## src/rtl/lsu_pkg.sv

```systemverilog
// Shared types and constants for the load/store unit.
// Holds the FSM encoding, RV32I size codes and exception causes.
package lsu_pkg;

    typedef enum logic [1:0] {
        S_IDLE = 2'd0,
        S_REQ  = 2'd1,
        S_WAIT = 2'd2,
        S_DONE = 2'd3
    } state_t;

    localparam logic [2:0] F3_LB  = 3'b000;
    localparam logic [2:0] F3_LH  = 3'b001;
    localparam logic [2:0] F3_LW  = 3'b010;
    localparam logic [2:0] F3_LBU = 3'b100;
    localparam logic [2:0] F3_LHU = 3'b101;
    localparam logic [2:0] F3_SB  = 3'b000;
    localparam logic [2:0] F3_SH  = 3'b001;
    localparam logic [2:0] F3_SW  = 3'b010;

    localparam logic [1:0] EXC_NONE     = 2'd0;
    localparam logic [1:0] EXC_MISALIGN = 2'd1;
    localparam logic [1:0] EXC_BUS      = 2'd2;
    localparam logic [1:0] EXC_TIMEOUT  = 2'd3;

    // size is funct3[1:0]: 00 byte, 01 half, anything else a word
    function automatic logic misaligned(input logic [1:0] size,
                                        input logic [1:0] lo);
        logic m;
        unique case (size)
            2'b00:   m = 1'b0;
            2'b01:   m = lo[0];
            default: m = (lo != 2'b00);
        endcase
        return m;
    endfunction

endpackage

```

## src/rtl/load_store_unit_load_align.sv

```systemverilog
// Load data lane select and sign/zero extension.
// Unknown load encodings fall through as full words.
module load_align
    import lsu_pkg::*;
(
    input  logic [31:0] rdata,
    input  logic [1:0]  addr_lo,
    input  logic [2:0]  funct3,
    output logic [31:0] data
);

    logic [7:0]  b;
    logic [15:0] h;

    always_comb begin
        b = rdata[7:0];
        unique case (addr_lo)
            2'd0: b = rdata[7:0];
            2'd1: b = rdata[15:8];
            2'd2: b = rdata[23:16];
            2'd3: b = rdata[31:24];
        endcase
        h = addr_lo[1] ? rdata[31:16] : rdata[15:0];
        data = rdata;
        unique case (funct3)
            F3_LB:   data = {{24{b[7]}}, b};
            F3_LH:   data = {{16{h[15]}}, h};
            F3_LBU:  data = {24'd0, b};
            F3_LHU:  data = {16'd0, h};
            default: data = rdata;
        endcase
    end

endmodule

```

## src/rtl/load_store_unit.sv

```systemverilog
// RV32I load/store unit: one outstanding bus access per request,
// with alignment checks, response timeout and a one-cycle writeback.
module load_store_unit
    import lsu_pkg::*;
#(
    parameter int unsigned TIMEOUT_CYCLES = 255
)(
    input  logic        clk,
    input  logic        reset,
    input  logic        req_valid,
    output logic        req_ready,
    input  logic [31:0] req_addr,
    input  logic [31:0] req_wdata,
    input  logic        req_is_store,
    input  logic [2:0]  req_funct3,
    input  logic [4:0]  req_rd,
    output logic        mem_req_valid,
    input  logic        mem_req_ready,
    output logic [31:0] mem_addr,
    output logic [31:0] mem_wdata,
    output logic [3:0]  mem_wstrb,
    output logic        mem_we,
    input  logic        mem_rsp_valid,
    input  logic [31:0] mem_rdata,
    input  logic        mem_rsp_err,
    output logic        wb_valid,
    output logic        wb_we,
    output logic [4:0]  wb_rd,
    output logic [31:0] wb_data,
    output logic        exc_valid,
    output logic [1:0]  exc_cause,
    output logic        busy
);

    localparam logic [15:0] CNT_LAST = 16'(TIMEOUT_CYCLES - 1);

    state_t      state_q, state_d;
    logic [31:0] addr_q, wdata_q;
    logic        store_q;
    logic [2:0]  f3_q;
    logic [4:0]  rd_q;
    logic [15:0] cnt_q;
    logic [1:0]  cause_q, cause_d;
    logic [31:0] data_q, data_d;
    logic [31:0] ld_data;
    logic        accept, mis, done;

    load_align u_align (
        .rdata   (mem_rdata),
        .addr_lo (addr_q[1:0]),
        .funct3  (f3_q),
        .data    (ld_data)
    );

    assign accept = req_valid && req_ready;
    assign mis    = misaligned(req_funct3[1:0], req_addr[1:0]);

    always_comb begin
        state_d = state_q;
        cause_d = cause_q;
        data_d  = data_q;
        unique case (state_q)
            S_IDLE: if (accept) begin
                data_d  = '0;
                cause_d = mis ? EXC_MISALIGN : EXC_NONE;
                state_d = mis ? S_DONE : S_REQ;
            end
            S_REQ: if (mem_req_ready) state_d = S_WAIT;
            // a response in the final counted cycle beats the timeout
            S_WAIT: if (mem_rsp_valid) begin
                state_d = S_DONE;
                cause_d = mem_rsp_err ? EXC_BUS : EXC_NONE;
                data_d  = (mem_rsp_err || store_q) ? '0 : ld_data;
            end else if (cnt_q == CNT_LAST) begin
                state_d = S_DONE;
                cause_d = EXC_TIMEOUT;
                data_d  = '0;
            end
            S_DONE:  state_d = S_IDLE;
            default: state_d = S_IDLE;
        endcase
    end

    always_ff @(posedge clk or negedge reset) begin
        if (!reset) begin
            state_q <= S_IDLE;
            addr_q  <= '0;
            wdata_q <= '0;
            store_q <= 1'b0;
            f3_q    <= '0;
            rd_q    <= '0;
            cnt_q   <= '0;
            cause_q <= EXC_NONE;
            data_q  <= '0;
        end else begin
            state_q <= state_d;
            cause_q <= cause_d;
            data_q  <= data_d;
            if (accept) begin
                addr_q  <= req_addr;
                wdata_q <= req_wdata;
                store_q <= req_is_store;
                f3_q    <= req_funct3;
                rd_q    <= req_rd;
            end
            if (state_q == S_REQ)
                cnt_q <= '0;
            else if (state_q == S_WAIT)
                cnt_q <= cnt_q + 16'd1;
        end
    end

    always_comb begin
        mem_wstrb = 4'b0000;
        mem_wdata = wdata_q;
        unique case (f3_q[1:0])
            2'b00: begin
                mem_wstrb = 4'b0001 << addr_q[1:0];
                mem_wdata = {4{wdata_q[7:0]}};
            end
            2'b01: begin
                mem_wstrb = 4'b0011 << addr_q[1:0];
                mem_wdata = {2{wdata_q[15:0]}};
            end
            default: mem_wstrb = 4'b1111;
        endcase
        if (!store_q) mem_wstrb = 4'b0000;
    end

    assign done          = (state_q == S_DONE);
    assign req_ready     = (state_q == S_IDLE);
    assign busy          = !req_ready;
    assign mem_req_valid = (state_q == S_REQ);
    assign mem_addr      = {addr_q[31:2], 2'b00};
    assign mem_we        = store_q;
    assign wb_valid      = done;
    assign wb_rd         = done ? rd_q : 5'd0;
    assign wb_data       = done ? data_q : 32'd0;
    assign exc_cause     = done ? cause_q : EXC_NONE;
    assign exc_valid     = done && (cause_q != EXC_NONE);
    assign wb_we         = done && !store_q &&
                           (cause_q == EXC_NONE) && (rd_q != 5'd0);

endmodule

```

## config.mk

```make
export PLATFORM = sky130hd
export DESIGN_NAME = load_store_unit
export DESIGN_NICKNAME = d
export VERILOG_FILES = /design/src/rtl/lsu_pkg.sv /design/src/rtl/load_store_unit_load_align.sv /design/src/rtl/load_store_unit.sv
export SDC_FILE = /design/constraint.sdc
export NUM_CORES = 1
export LEC_CHECK = 0
export BUFFER_PORTS_ARGS = -buffer_cell sky130_fd_sc_hd__buf_2
export CAP_MARGIN = 10
export CORE_ASPECT_RATIO = 0.6
export CORE_UTILIZATION = 25
export CTS_CLUSTER_SIZE = 20
export DETAILED_ROUTE_END_ITERATION = 7
export GPL_ROUTABILITY_DRIVEN = 1
export GPL_TIMING_DRIVEN = 0
export SYNTH_ARGS = -nofsm -noshare
export SYNTH_HDL_FRONTEND = slang
export SYNTH_SLANG_ARGS = --single-unit
```

## constraint.sdc

```tcl
create_clock -name clk -period 4.2 [get_ports clk]
set_clock_uncertainty 0.1 [all_clocks]
set_input_delay 0.21 -clock clk [delete_from_list [all_inputs] [get_ports clk]]
set_output_delay 0.21 -clock clk [all_outputs]
set_load 0.03 [all_outputs]
```

==> results.py <==
metrics = {
    "drt": {
        "firstDrtPassIters": 5,
        "met3_length_mm": 1.796,
        "drtIter0Drc": 312,
        "top_layer": "met4",
        "vias": 5955,
        "drt-total-wl_mm": 22.71,
        "vias_per_cell": 4.542,
        "ant_nets": 0,
        "wl_met1_mm": 10.88,
        "routedWlPerCell_um": 17.32,
        "drc_errors": 0,
        "route.met2.wl_mm": 9.740,
    },
    "floorplan": {
        "die_w_um": 212.5,
        "die_area_sq_um": 27260,
        "initial_core_util": 0.2589,
        "fp.coreArea_sq_um": 25670,
        "rows": 45,
        "die_y_um": 128.3,
        "ioPinCount": 225,
    },
    "placement": {
        "dpl_cell_area_sq_um": 8235,
        "port_buffers": 222,
        "gp_congestion": 0.8844,
        "hpwl_mm": 16.36,
    },
    "setup_path": {
        "worstPathArrival_ns": 2.74,
        "endpoint": "mem_wdata[28]",
        "path_cells": "buf_2 > buf_1 > clkbuf_1 > nand2_1 > o21ai_0 > buf_2",
        "max_stage_delay_ns": 0.72,
        "critPathSlowestCell": "buf_1",
        "crit_required_ns": 3.89,
        "crit_top_cell": "buf_2",
        "r2r_end": "addr_q[12]$_DFFE_PN0P_",
        "startpoint_type": "flop",
        "crit_type": "flop to primary output",
        "r2r_start": "state_q[1]$_DFFE_PN0P_",
        "r2r_slack_ns": 1.70,
        "rr_worst_depth": 6,
        "cp-end-kind": "primary output",
        "cp_max_fo": 10,
        "startpoint": "f3_q[1]$_DFFE_PN0P_",
    },
    "synth": {
        "synth.avg_cell_area_sq_um": 10.69,
        "ys_ff_latch": 125,
        "synthArstFlopShare": 1.000,
        "ys_seq_area_frac": 0.4706,
        "ys.flop_type": "dfrtp_1",
        "synthesis.area_sq_um": 6646,
        "synthTopCellsByArea": "dfrtp_1, mux2_2, buf_4",
        "ys_warn_count": 0,
        "synth_top_area_cell": "dfrtp_1",
        "synth_edf_count": 0,
        "ys_types": 46,
        "synthCells": 622,
        "netlist.area_leader.share": 0.4706,
    },
    "clock_network": {
        "cts_resized": 0,
        "worstSkewPairLatency_ns": 0.43,
        "hold_buffers": 79,
        "cts_setup_buffers": 0,
        "cts_buffers": 17,
        "clockBufferDepth": 2,
        "ctsHtreeMaxLevel": 4,
        "clkTransAtPathRegs_ns": 0.06,
        "cts_root_buf": "clkbuf_16",
        "cts_tree": "yes",
        "cts.sinks": 125,
    },
    "sta": {
        "slew_headroom": 0.2279,
        "period_minus_slack_ns": 3.052,
        "finalCritPeriodShare": 0.7267,
        "setup_viol": 0,
        "tightest_slew_ns": 1.154,
        "drv_slew": 0,
        "whs_ns": 0.03185,
        "setup_tns_ns": 0,
        "rsz0062_at_grt": "no",
        "finalHoldViolations": 0,
        "max_freq_mhz": 327.6,
    },
    "worst_hold_path": {
        "hp-class": "primary input to flop",
    },
    "global_routing": {
        "grt-ovfl-total": 0,
        "grt_pass1_wl_mm": 34.04,
        "grt_start_max_net_pins": 78,
        "grt_usage": 0.1697,
        "antenna_found_initial": 3,
        "grt_pass1_vias": 6035,
    },
    "layout": {
        "seqCellArea_sq_um": 3128,
        "drive_gt1_frac": 0.4347,
        "nNetsFinal": 1061,
        "fillers": 2591,
        "area_growth_pct": 44.15,
        "fin_area_sq_um": 9580,
        "multi_input_area_sq_um": 3009,
    },
    "run": {
        "maxCapViolCount": 0,
    },
    "status": {
        "status": "finished, final reports clean",
    },
    "power": {
        "ir_worst_vdd_mv": 0.4034,
        "power.density_nw_per_um2": 798.7,
        "p_leak_nw": 4.562,
    },
}
per-stage QoR:
step,setup WS [ns],utilization,power [mW],instances
global placement,0.9251,0.3194,6.119,1197
global route,0.8940,0.3731,8.165,1310
detailed placement,1.477,0.3208,6.189,1198
finish,1.148,0.3731,7.652,1311
CTS,0.9736,0.3730,7.703,1309
floorplan,2.214,-,4.979,623
how the worst min path moves through the flow:
stage,startpoint,endpoint,slack [ns],depth (start not counted)
global route,mem_rdata[5],data_q[5]$_DFFE_PN0P_,0.03,3
CTS,mem_rdata[5],data_q[5]$_DFFE_PN0P_,0.001,3
finish,mem_rdata[5],data_q[5]$_DFFE_PN0P_,0.03,3
global placement,req_addr[3],addr_q[3]$_DFFE_PN0P_,0.34,2
floorplan,reset,addr_q[0]$_DFFE_PN0P_,-0.19,0
detailed placement,reset,addr_q[20]$_DFFE_PN0P_,0.09,1
metal layers:
layer / vias to the layer above / track usage
met2: 232 / 0.2505
met5: - / 0
li1: 2782 / -
met1: 2913 / 0.2342
met4: 0 / 0.05586
met3: 28 / 0.05341
worst max-delay path, delay by kind of cell (launching register included):
kind	cells	cell delay [ns]
AND/OR/NAND/NOR	1	0.08
AO/OA/AOI/OAI	1	0.17
buffers and inverters	4	1.72
flip-flops	1	0.33
placed cells by master, fill, tap and decap left out, types with 2 or more instances in the layout:
| cell type | n |
|---|---|
| clkbuf_8 | 3 |
| clkbuf_1 | 24 |
| o221ai_1 | 7 |
| inv_1 | 11 |
| o22ai_1 | 14 |
| xnor2_1 | 4 |
| o31ai_2 | 10 |
| and3_1 | 3 |
| nor4_1 | 3 |
| dlygate4sd3_1 | 79 |
| buf_4 | 40 |
| clkbuf_16 | 17 |
| nor3_1 | 3 |
| nand4_1 | 2 |
| dfrtp_1 | 125 |
| mux2i_1 | 18 |
| mux2_2 | 89 |
| nand3_1 | 8 |
| buf_6 | 2 |
| or2_2 | 2 |
| xor2_1 | 7 |
| mux4_2 | 3 |
| buf_2 | 238 |
| a21oi_1 | 28 |
| nor2_1 | 28 |
| nand2b_1 | 4 |
| nand2_1 | 60 |
| o21ai_1 | 10 |
| clkinv_2 | 3 |
| o21ai_2 | 2 |
| o31ai_1 | 6 |
| and2_1 | 41 |
| o21ai_0 | 27 |
| nor2b_1 | 3 |
| conb_1 | 2 |
| nor3b_1 | 8 |
| clkinvlp_4 | 2 |
| diode_2 | 2 |
| ha_1 | 6 |
area by class of cell:
class                   count  area share
plain buffers              77     0.04884
inverters                  12    0.004702
well taps                 352     0.04597
repair buffers            302      0.2020
multi-input cells         409      0.3141
clock buffers              26     0.05106
clock inverters             6    0.006269
flip-flops and latches    125      0.3265
diodes                      2   0.0005224
cell usage after synthesis (4+ instances only):
library cell and count:
o21ai_1 10, mux2i_1 18, nor2_1 28, xor2_1 7, nor3b_1 8, nand2b_1 4
o31ai_1 6, o22ai_1 14, mux2_2 89, o21ai_0 27, nand2_1 60, o31ai_2 10
buf_2 17, a21oi_1 28, nand3_1 8, inv_1 11, ha_1 6, and2_1 41
clkbuf_1 18, o221ai_1 7, buf_4 40, dfrtp_1 125, xnor2_1 4
state kept, by name, summed over array words and instances (netlist names):
register	count
state_q	2
mem_we	1
cnt_q	16
rd_q	5
f3_q	3
data_q	32
addr_q	32
wdata_q	32
cause_q	2
report_power, final:
part	switching [mW]	internal [mW]
sequential	0.353	1.71
clock	0.554	0.857
combinational	2.58	1.59
kinds of logic (layout without fill, tap and decap cells):
kind of cell    after synthesis  count (layout)  synth area share
simple gates                170             170            0.1301
flops                       125             125            0.4706
compound gates              110             110            0.1077
mux                         110             110            0.1881
buf+inv                      89             423           0.07718
xor+xnor                     11              11           0.01450
fa+ha+maj                     6               6           0.01129
other cells                   1               4         0.0005642
Power figures use the tool's default switching activity.
